**src/rtl/trng_vn_packer.sv**
```systemverilog
// trng_vn_packer: multi-channel raw entropy conditioner.
//   Each lane optionally von-Neumann debiases its raw bit stream into a
//   one-bit candidate register and tracks a repetition-count health test.
//   A round-robin merger moves at most one candidate per cycle into a word
//   packer (LSB first), and completed words go into a small output FIFO.
// Ports:
//   clk, reset_n            clock, async active-low reset
//   mode                    0 = bypass, 1 = von Neumann debias
//   ch_enable/raw_valid/raw_bit [CHANNELS]  per-channel raw input
//   clear_fail              clears sticky health failures and run counters
//   out_valid/out_ready/out_word  FIFO head handshake
//   health_fail [CHANNELS]  sticky repetition failure per channel
//   dropped                 pulse: a candidate bit was lost to backpressure

// Per-channel lane: pair state, candidate register, repetition counter.
module trng_vn_lane #(
  parameter int REP_LIMIT = 32
) (
  input  logic clk,
  input  logic reset_n,
  input  logic i_mode,
  input  logic i_mode_chg,
  input  logic i_en,
  input  logic i_valid,
  input  logic i_bit,
  input  logic i_clear,
  input  logic i_grant,
  output logic o_cand_valid,
  output logic o_cand_bit,
  output logic o_fail,
  output logic o_drop
);
  localparam int RUN_W = $clog2(REP_LIMIT + 1);

  logic             r_half, r_stored, r_cand_valid, r_cand_bit, r_fail, r_last, r_drop;
  logic [RUN_W-1:0] r_run;
  logic             w_strobe, w_qual, w_half, w_same, w_fail_set, w_prod, w_prod_bit;
  logic [RUN_W-1:0] w_run_inc;

  assign w_strobe = i_valid & i_en;
  assign w_qual   = w_strobe & ~r_fail;
  // A mode change makes any half-collected pair look empty to this cycle's bit.
  assign w_half   = r_half & ~i_mode_chg;
  assign w_same   = (r_run != '0) & (i_bit == r_last);
  // Failure is judged on the uncleared count so a set coinciding with clear wins.
  assign w_fail_set = w_strobe & ~r_fail & w_same & (r_run == RUN_W'(REP_LIMIT - 1));

  always_comb begin
    w_run_inc = r_run;
    if (w_strobe) begin
      if (!w_same)                            w_run_inc = RUN_W'(1);
      else if (r_run != RUN_W'(REP_LIMIT))    w_run_inc = r_run + 1'b1;
    end
  end

  assign w_prod     = w_qual & ~w_fail_set & (i_mode ? (w_half & (r_stored != i_bit)) : 1'b1);
  assign w_prod_bit = i_mode ? r_stored : i_bit;

  always_ff @(posedge clk or negedge reset_n) begin
    if (!reset_n) begin
      r_half       <= 1'b0;
      r_stored     <= 1'b0;
      r_cand_valid <= 1'b0;
      r_cand_bit   <= 1'b0;
      r_fail       <= 1'b0;
      r_last       <= 1'b0;
      r_drop       <= 1'b0;
      r_run        <= '0;
    end else begin
      if (w_strobe) r_last <= i_bit;
      if (!i_en)        r_run <= '0;
      else if (i_clear) r_run <= w_strobe ? RUN_W'(1) : '0;
      else              r_run <= w_run_inc;

      if (w_fail_set)   r_fail <= 1'b1;
      else if (i_clear) r_fail <= 1'b0;

      if (!i_en || w_fail_set || r_fail) r_half <= 1'b0;
      else if (w_qual && i_mode) begin
        r_half <= ~w_half;
        if (!w_half) r_stored <= i_bit;
      end else if (i_mode_chg || !i_mode) r_half <= 1'b0;

      if (!i_en || w_fail_set) r_cand_valid <= 1'b0;
      else if (i_grant || !r_cand_valid) begin
        r_cand_valid <= w_prod;
        if (w_prod) r_cand_bit <= w_prod_bit;
      end

      r_drop <= w_prod & r_cand_valid & ~i_grant;
    end
  end

  assign o_cand_valid = r_cand_valid;
  assign o_cand_bit   = r_cand_bit;
  assign o_fail       = r_fail;
  assign o_drop       = r_drop;
endmodule

module trng_vn_packer #(
  parameter int CHANNELS   = 4,
  parameter int WORD_W     = 8,
  parameter int FIFO_DEPTH = 4,   // power of two, >= 2
  parameter int REP_LIMIT  = 32
) (
  input  logic                clk,
  input  logic                reset_n,
  input  logic                mode,
  input  logic [CHANNELS-1:0] ch_enable,
  input  logic [CHANNELS-1:0] raw_valid,
  input  logic [CHANNELS-1:0] raw_bit,
  input  logic                clear_fail,
  output logic                out_valid,
  input  logic                out_ready,
  output logic [WORD_W-1:0]   out_word,
  output logic [CHANNELS-1:0] health_fail,
  output logic                dropped
);
  localparam int CNT_W = $clog2(WORD_W + 1);
  localparam int PTR_W = (CHANNELS > 1) ? $clog2(CHANNELS) : 1;
  localparam int AW    = $clog2(FIFO_DEPTH);

  logic                r_mode_q;
  logic [PTR_W-1:0]    r_ptr;
  logic [CNT_W-1:0]    r_cnt;
  logic [WORD_W-1:0]   r_data;
  logic [AW:0]         r_wp, r_rp;
  logic [WORD_W-1:0]   r_mem [FIFO_DEPTH];

  logic                w_mode_chg, w_stall, w_gv, w_gbit, w_word_done, w_push, w_pop;
  logic                w_empty, w_full;
  logic [PTR_W-1:0]    w_gidx;
  logic [PTR_W:0]      w_idx;
  logic [CHANNELS-1:0] w_cv, w_cb, w_grant, w_drop;
  logic [WORD_W-1:0]   w_data_nxt;

  assign w_mode_chg = mode ^ r_mode_q;

  for (genvar g = 0; g < CHANNELS; g++) begin : g_lane
    trng_vn_lane #(.REP_LIMIT(REP_LIMIT)) u_lane (
      .clk(clk), .reset_n(reset_n), .i_mode(mode), .i_mode_chg(w_mode_chg),
      .i_en(ch_enable[g]), .i_valid(raw_valid[g]), .i_bit(raw_bit[g]),
      .i_clear(clear_fail), .i_grant(w_grant[g]),
      .o_cand_valid(w_cv[g]), .o_cand_bit(w_cb[g]), .o_fail(health_fail[g]),
      .o_drop(w_drop[g])
    );
  end

  // A completed word waiting on a full FIFO blocks all grants.
  assign w_stall = (r_cnt == CNT_W'(WORD_W));

  // Round-robin: first valid candidate at or after r_ptr, wrapping.
  always_comb begin
    w_gv    = 1'b0;
    w_gidx  = '0;
    w_idx   = '0;
    w_grant = '0;
    for (int k = 0; k < CHANNELS; k++) begin
      w_idx = {1'b0, r_ptr} + (PTR_W+1)'(k);
      if (w_idx >= (PTR_W+1)'(CHANNELS)) w_idx = w_idx - (PTR_W+1)'(CHANNELS);
      if (!w_gv && !w_stall && w_cv[PTR_W'(w_idx)]) begin
        w_gv   = 1'b1;
        w_gidx = PTR_W'(w_idx);
      end
    end
    if (w_gv) w_grant[w_gidx] = 1'b1;
  end
  assign w_gbit = w_cb[w_gidx];

  always_comb begin
    w_data_nxt = r_data;
    for (int b = 0; b < WORD_W; b++)
      if (w_gv && r_cnt == CNT_W'(b)) w_data_nxt[b] = w_gbit;
  end

  assign w_empty     = (r_wp == r_rp);
  assign w_full      = (r_wp[AW] != r_rp[AW]) && (r_wp[AW-1:0] == r_rp[AW-1:0]);
  assign w_pop       = out_valid & out_ready;
  assign w_word_done = w_stall | (w_gv & (r_cnt == CNT_W'(WORD_W - 1)));
  // Popping frees the slot this same edge, so push-while-full is lossless.
  assign w_push      = w_word_done & (~w_full | w_pop);

  always_ff @(posedge clk or negedge reset_n) begin
    if (!reset_n) begin
      r_mode_q <= 1'b0;
      r_ptr    <= '0;
      r_cnt    <= '0;
      r_data   <= '0;
      r_wp     <= '0;
      r_rp     <= '0;
    end else begin
      r_mode_q <= mode;
      if (w_gv) r_ptr <= (w_gidx == PTR_W'(CHANNELS - 1)) ? '0 : w_gidx + 1'b1;
      if (w_push) begin
        r_cnt  <= '0;
        r_data <= '0;
      end else if (w_gv) begin
        r_cnt  <= r_cnt + 1'b1;
        r_data <= w_data_nxt;
      end
      if (w_push) r_wp <= r_wp + 1'b1;
      if (w_pop)  r_rp <= r_rp + 1'b1;
    end
  end

  always_ff @(posedge clk) begin
    if (w_push) r_mem[r_wp[AW-1:0]] <= w_data_nxt;
  end

  assign out_valid = ~w_empty;
  assign out_word  = w_empty ? '0 : r_mem[r_rp[AW-1:0]];
  assign dropped   = |w_drop;
endmodule

```
**config.mk**
```make
export PLATFORM = sky130hd
export DESIGN_NAME = trng_vn_packer
export DESIGN_NICKNAME = d
export VERILOG_FILES = /design/src/rtl/trng_vn_packer.sv
export SDC_FILE = /design/constraint.sdc
export NUM_CORES = 1
export LEC_CHECK = 0
export CAP_MARGIN = 40
export CORE_ASPECT_RATIO = 1.75
export CORE_MARGIN = 3
export CORE_UTILIZATION = 27
export DETAILED_ROUTE_END_ITERATION = 12
export PLACE_DENSITY = 0.42
export SLEW_MARGIN = 20
export SYNTH_ARGS = -nofsm -noshare
export SYNTH_HDL_FRONTEND = slang
export SYNTH_HIERARCHICAL = 1
export SYNTH_SLANG_ARGS = --single-unit
```
**constraint.sdc**
```tcl
create_clock -name clk -period 3.5 [get_ports clk]
set_clock_uncertainty 0.05 [all_clocks]
set_input_delay 0.7 -clock clk [delete_from_list [all_inputs] [get_ports clk]]
set_output_delay 0.7 -clock clk [all_outputs]
set_load 0.005 [all_outputs]
```
==> impl_metrics.csv, run 1 <==
group,metric,value,unit
run_status,status,"completed",
yosys,synth_cell_types,67,
timing,rsz0062_at_grt,"false",
place,placed_area,6390,um^2
detailed_routing,routedWlPerCell,15.7,um
timing,final.setup.tns,0,ns
clock_tree,cts.sinks,105,
pwr,power_density,615,nW/um^2
finish,synthToLayoutAreaGrowth,15.9,%
timing,min_period,3.03,ns
place,place.gp.congestion,0.759,
timing,max-slew-margin-rel,46.7,%
detailed_routing,drc,0,
finish,layout-drive-gt1-share,14.5,%
clock_tree,cts_setup_buffers,0,
clock_tree,hold_buffers,0,
floorplan,core.rowCount,70,
pwr,vdd_drop_max,0.215,mV
clock_tree,h-tree-depth,3,
floorplan,die_y,200,um
yosys,synth-edff-count,32,
detailed_routing,drt_iter0_markers,173,
detailed_routing,ant_nets,0,
global_route,overflow,0,
clock_tree,clk_pin_slew,0.08,ns
timing,final.period_utilization,86.6,%
setup_path,worstPathRequired,2.75,ns
yosys,yosysTopAreaCell,"dfrtp_1",
yosys,yosys_warnings,6,
setup_path,cp_cell_sequence,"xnor2_1, nand3_1, and2_1, clkdlybuf4s50_1",
yosys,ys_async_sr_fraction,69.5,%
detailed_routing,dr_total_vias,3995,
pwr,p_leak,2.62,nW
timing,slew_violations,0,
finish,antennaDiodeCount,0,
yosys,synth.ff_latch_count,105,
yosys,syn_area,5790,um^2
floorplan,initial_core_util,27.5,%
detailed_routing,firstDrtPassIters,4,
place,port_buffers,30,
detailed_routing,via_per_inst,4.97,
clock_tree,cts_root_buffer,"clkbuf_16",
setup_path,cp_max_fo,11,
finish,fillers,2158,
timing,worst_pin_slew,0.796,ns
job,maxCapViolations,0,
timing,max_freq,330,MHz
setup_path,cp-end-kind,"output pin",
timing,timing.final.ws_setup,0.470,ns
timing,hold_viol_final,0,
timing,setup_viol,0,
timing,whs,0.208,ns
global_route,grt_max_degree,51,
global_route,grt.total_usage,11.6,%
clock_tree,clkLatencyLatePin,0.35,ns
yosys,yosys-top-cells-area,"dfrtp_1, edfxtp_1, ha_1",
setup_path,arrival,2.28,ns
yosys,synth_ff_type,"dfrtp_1",
clock_tree,cts_tree,"done",
clock_tree,cts_buffer_depth,2,
detailed_routing,drt-total-wl,12600,um
floorplan,die_area,23300,um^2
global_route,antenna_found_initial,0,
setup_path,max_stage_delay,0.67,ns
floorplan,ios,31,
setup_path,crit_type,"reg -> out",
place,dp_slack,0.657,ns
place,hpwl,9670,um
setup_path,start_kind,"flip-flop",
yosys,yosys.area.top_type_share,31.6,%
clock_tree,cts_buffers,9,
yosys,syn_nets,548,
floorplan,die_x,117,um
setup_path,cp_slowest_cell,"dfrtp_1",
finish,nets,585,
floorplan,coreArea,21000,um^2
hold_path,min_path_type,"in -> async",
yosys,syn_inst,510,
global_route,grt_pass1_wl,21300,um
yosys,synth_seq_area_share,48.2,%
yosys,avgSynthCellArea,11.3,um^2
finish,fin_area,6710,um^2
clock_tree,cts_resized,0,
global_route,grt_pass1_vias,4188,
-- worst paths after layout --
| check | startpoint | endpoint | slack (ns) | cells past startpoint |
|---|---|---|---|---|
| worst max-delay path | r_rp[1]$_DFFE_PN0P_ | out_word[3] | 0.47 | 4 |
| worst min-delay path | reset_n | g_lane[0].u_lane/r_run[5]$_DFFE_PN0P_ | 0.21 | 1 |
| worst max register to register | r_cnt[0]$_DFFE_PN0P_ | g_lane[0].u_lane/o_cand_bit$_DFFE_PN0P_ | 0.67 | 11 |
| worst min register to register | r_rp[2]$_DFFE_PN0P_ | r_rp[2]$_DFFE_PN0P_ | 0.45 | 1 |
| max in group asynchronous | reset_n | r_data[6]$_DFFE_PN0P_ | 2.60 | 2 |
| min in group clk | r_rp[2]$_DFFE_PN0P_ | r_rp[2]$_DFFE_PN0P_ | 0.45 | 1 |
-- logic make-up after synthesis --
family                     count (synthesis)  synth area share [%]
DFF                                      105                  48.2
and+or+nand+nor                          191                  20.0
muxes                                     27                  6.79
xor gates and xnor gates                  26                  4.32
adders and majority gates                 21                  4.54
buffers and inverters                     36                  3.00
AOI/OAI and AO/OA                        104                  13.2
-- layout make-up --
type	count	area, um^2	share of cell area [%]
clock inverter	7	88.8	1.32
inverter	26	100	1.49
clock buffer	9	225	3.36
tap	252	315	4.70
sequential	105	2790	41.6
timing repair buffer	36	363	5.41
multi-input combinational	369	2830	42.1
-- cells in the mapped netlist (all sizes together) (4+ instances only) --
cell type,n
o21ai,30
mux2,18
nor4,4
a31oi,17
buf,7
nand3,18
edfxtp,32
and3,6
nor3,5
and2,18
a21oi,18
xnor2,18
ha,21
o31ai,7
nor3b,6
or4,4
inv,26
mux4,8
o211ai,5
nand4,12
xor2,8
nand2b,11
dfrtp,73
nor2,31
a211oi,4
or3,6
a311oi,4
or2,4
nor4b,4
nand2,47
-- critical path, delay by kind of cell, from the launching register on --
kind                      cells  cell delay [ns]
DFF                           1             0.67
and+or+nand+nor               2             0.62
buffers and inverters         1             0.44
xor gates and xnor gates      1             0.20
-- layout by cell type, fill, tap and decap left out, types with 7 or more instances in the layout --
cell             synthesis  final
nand4_1                 12     12
and2_1                  18     18
clkbuf_16                0      9
edfxtp_1                32     32
mux2_2                   9      9
o21ai_0                 14     14
a31oi_1                 14     14
dfrtp_1                 73     73
o31ai_1                  7      7
nand3_1                 18     18
nor2_1                  31     31
a21oi_1                 18     18
nand2_1                 47     47
xnor2_1                 18     18
inv_1                   25     25
o21ai_2                 10     10
mux2_1                   9      9
mux4_2                   8      8
ha_1                    21     21
clkdlybuf4s50_1          0     29
nand2b_1                11     11
-- stage by stage --
step / std cells / util [%] / power [mW]
CTS: 804 / 31.9 / 4.21
global route: 804 / 31.9 / 4.42
finish: 804 / 31.9 / 4.12
floorplan: 510 / - / 2.61
global placement: 787 / 30.3 / 3.11
detailed placement: 788 / 30.4 / 3.13
-- layer usage --
layer / global-route usage [%] / routed length, um / share of wire (%) / up-vias
met5: 0 / 0 / 0 / -
met4: 4.08 / 197 / 1.6 / 0
met3: 1.61 / 238 / 1.9 / 10
met2: 22.7 / 7300 / 58 / 49
met1: 12.2 / 4880 / 39 / 1990
li1: - / - / - / 1946
-- state kept, by name (all words and copies together), names as in the netlist --
register / count
g_lane.u_lane/o_cand_bit: 4
r_rp: 3
r_data: 8
r_mode_q: 1
g_lane.u_lane/r_last: 4
r_ptr: 2
g_lane.u_lane/r_half: 4
r_cnt: 4
r_wp: 3
g_lane.u_lane/o_cand_valid: 4
g_lane.u_lane/r_run: 24
g_lane.u_lane/o_drop: 4
g_lane.u_lane/r_stored: 4
g_lane.u_lane/o_fail: 4
r_mem: 32
-- power by group --
part           leakage (nW)  switching, mW  internal (mW)
sequential             1.25          0.173           1.50
clock                 0.151          0.484          0.570
combinational          1.22          0.725          0.673
total                  2.62           1.38           2.74
Power figures use the tool's default switching activity.
==> inputs of run 2 (changes only) <==
CTS_CLUSTER_DIAMETER = 200   (was not set)
==> results of run 2 <==
The final DEF is identical to that of run 1; final timing and power are the same.
==> inputs of run 3 (changes only) <==
CTS_BUF_LIST = sky130_fd_sc_hd__clkbuf_8 sky130_fd_sc_hd__clkbuf_16   (was not set)
CTS_CLUSTER_DIAMETER = not set   (was 200)
==> results of run 3 <==
The final DEF is identical to that of run 1; final timing and power are the same.
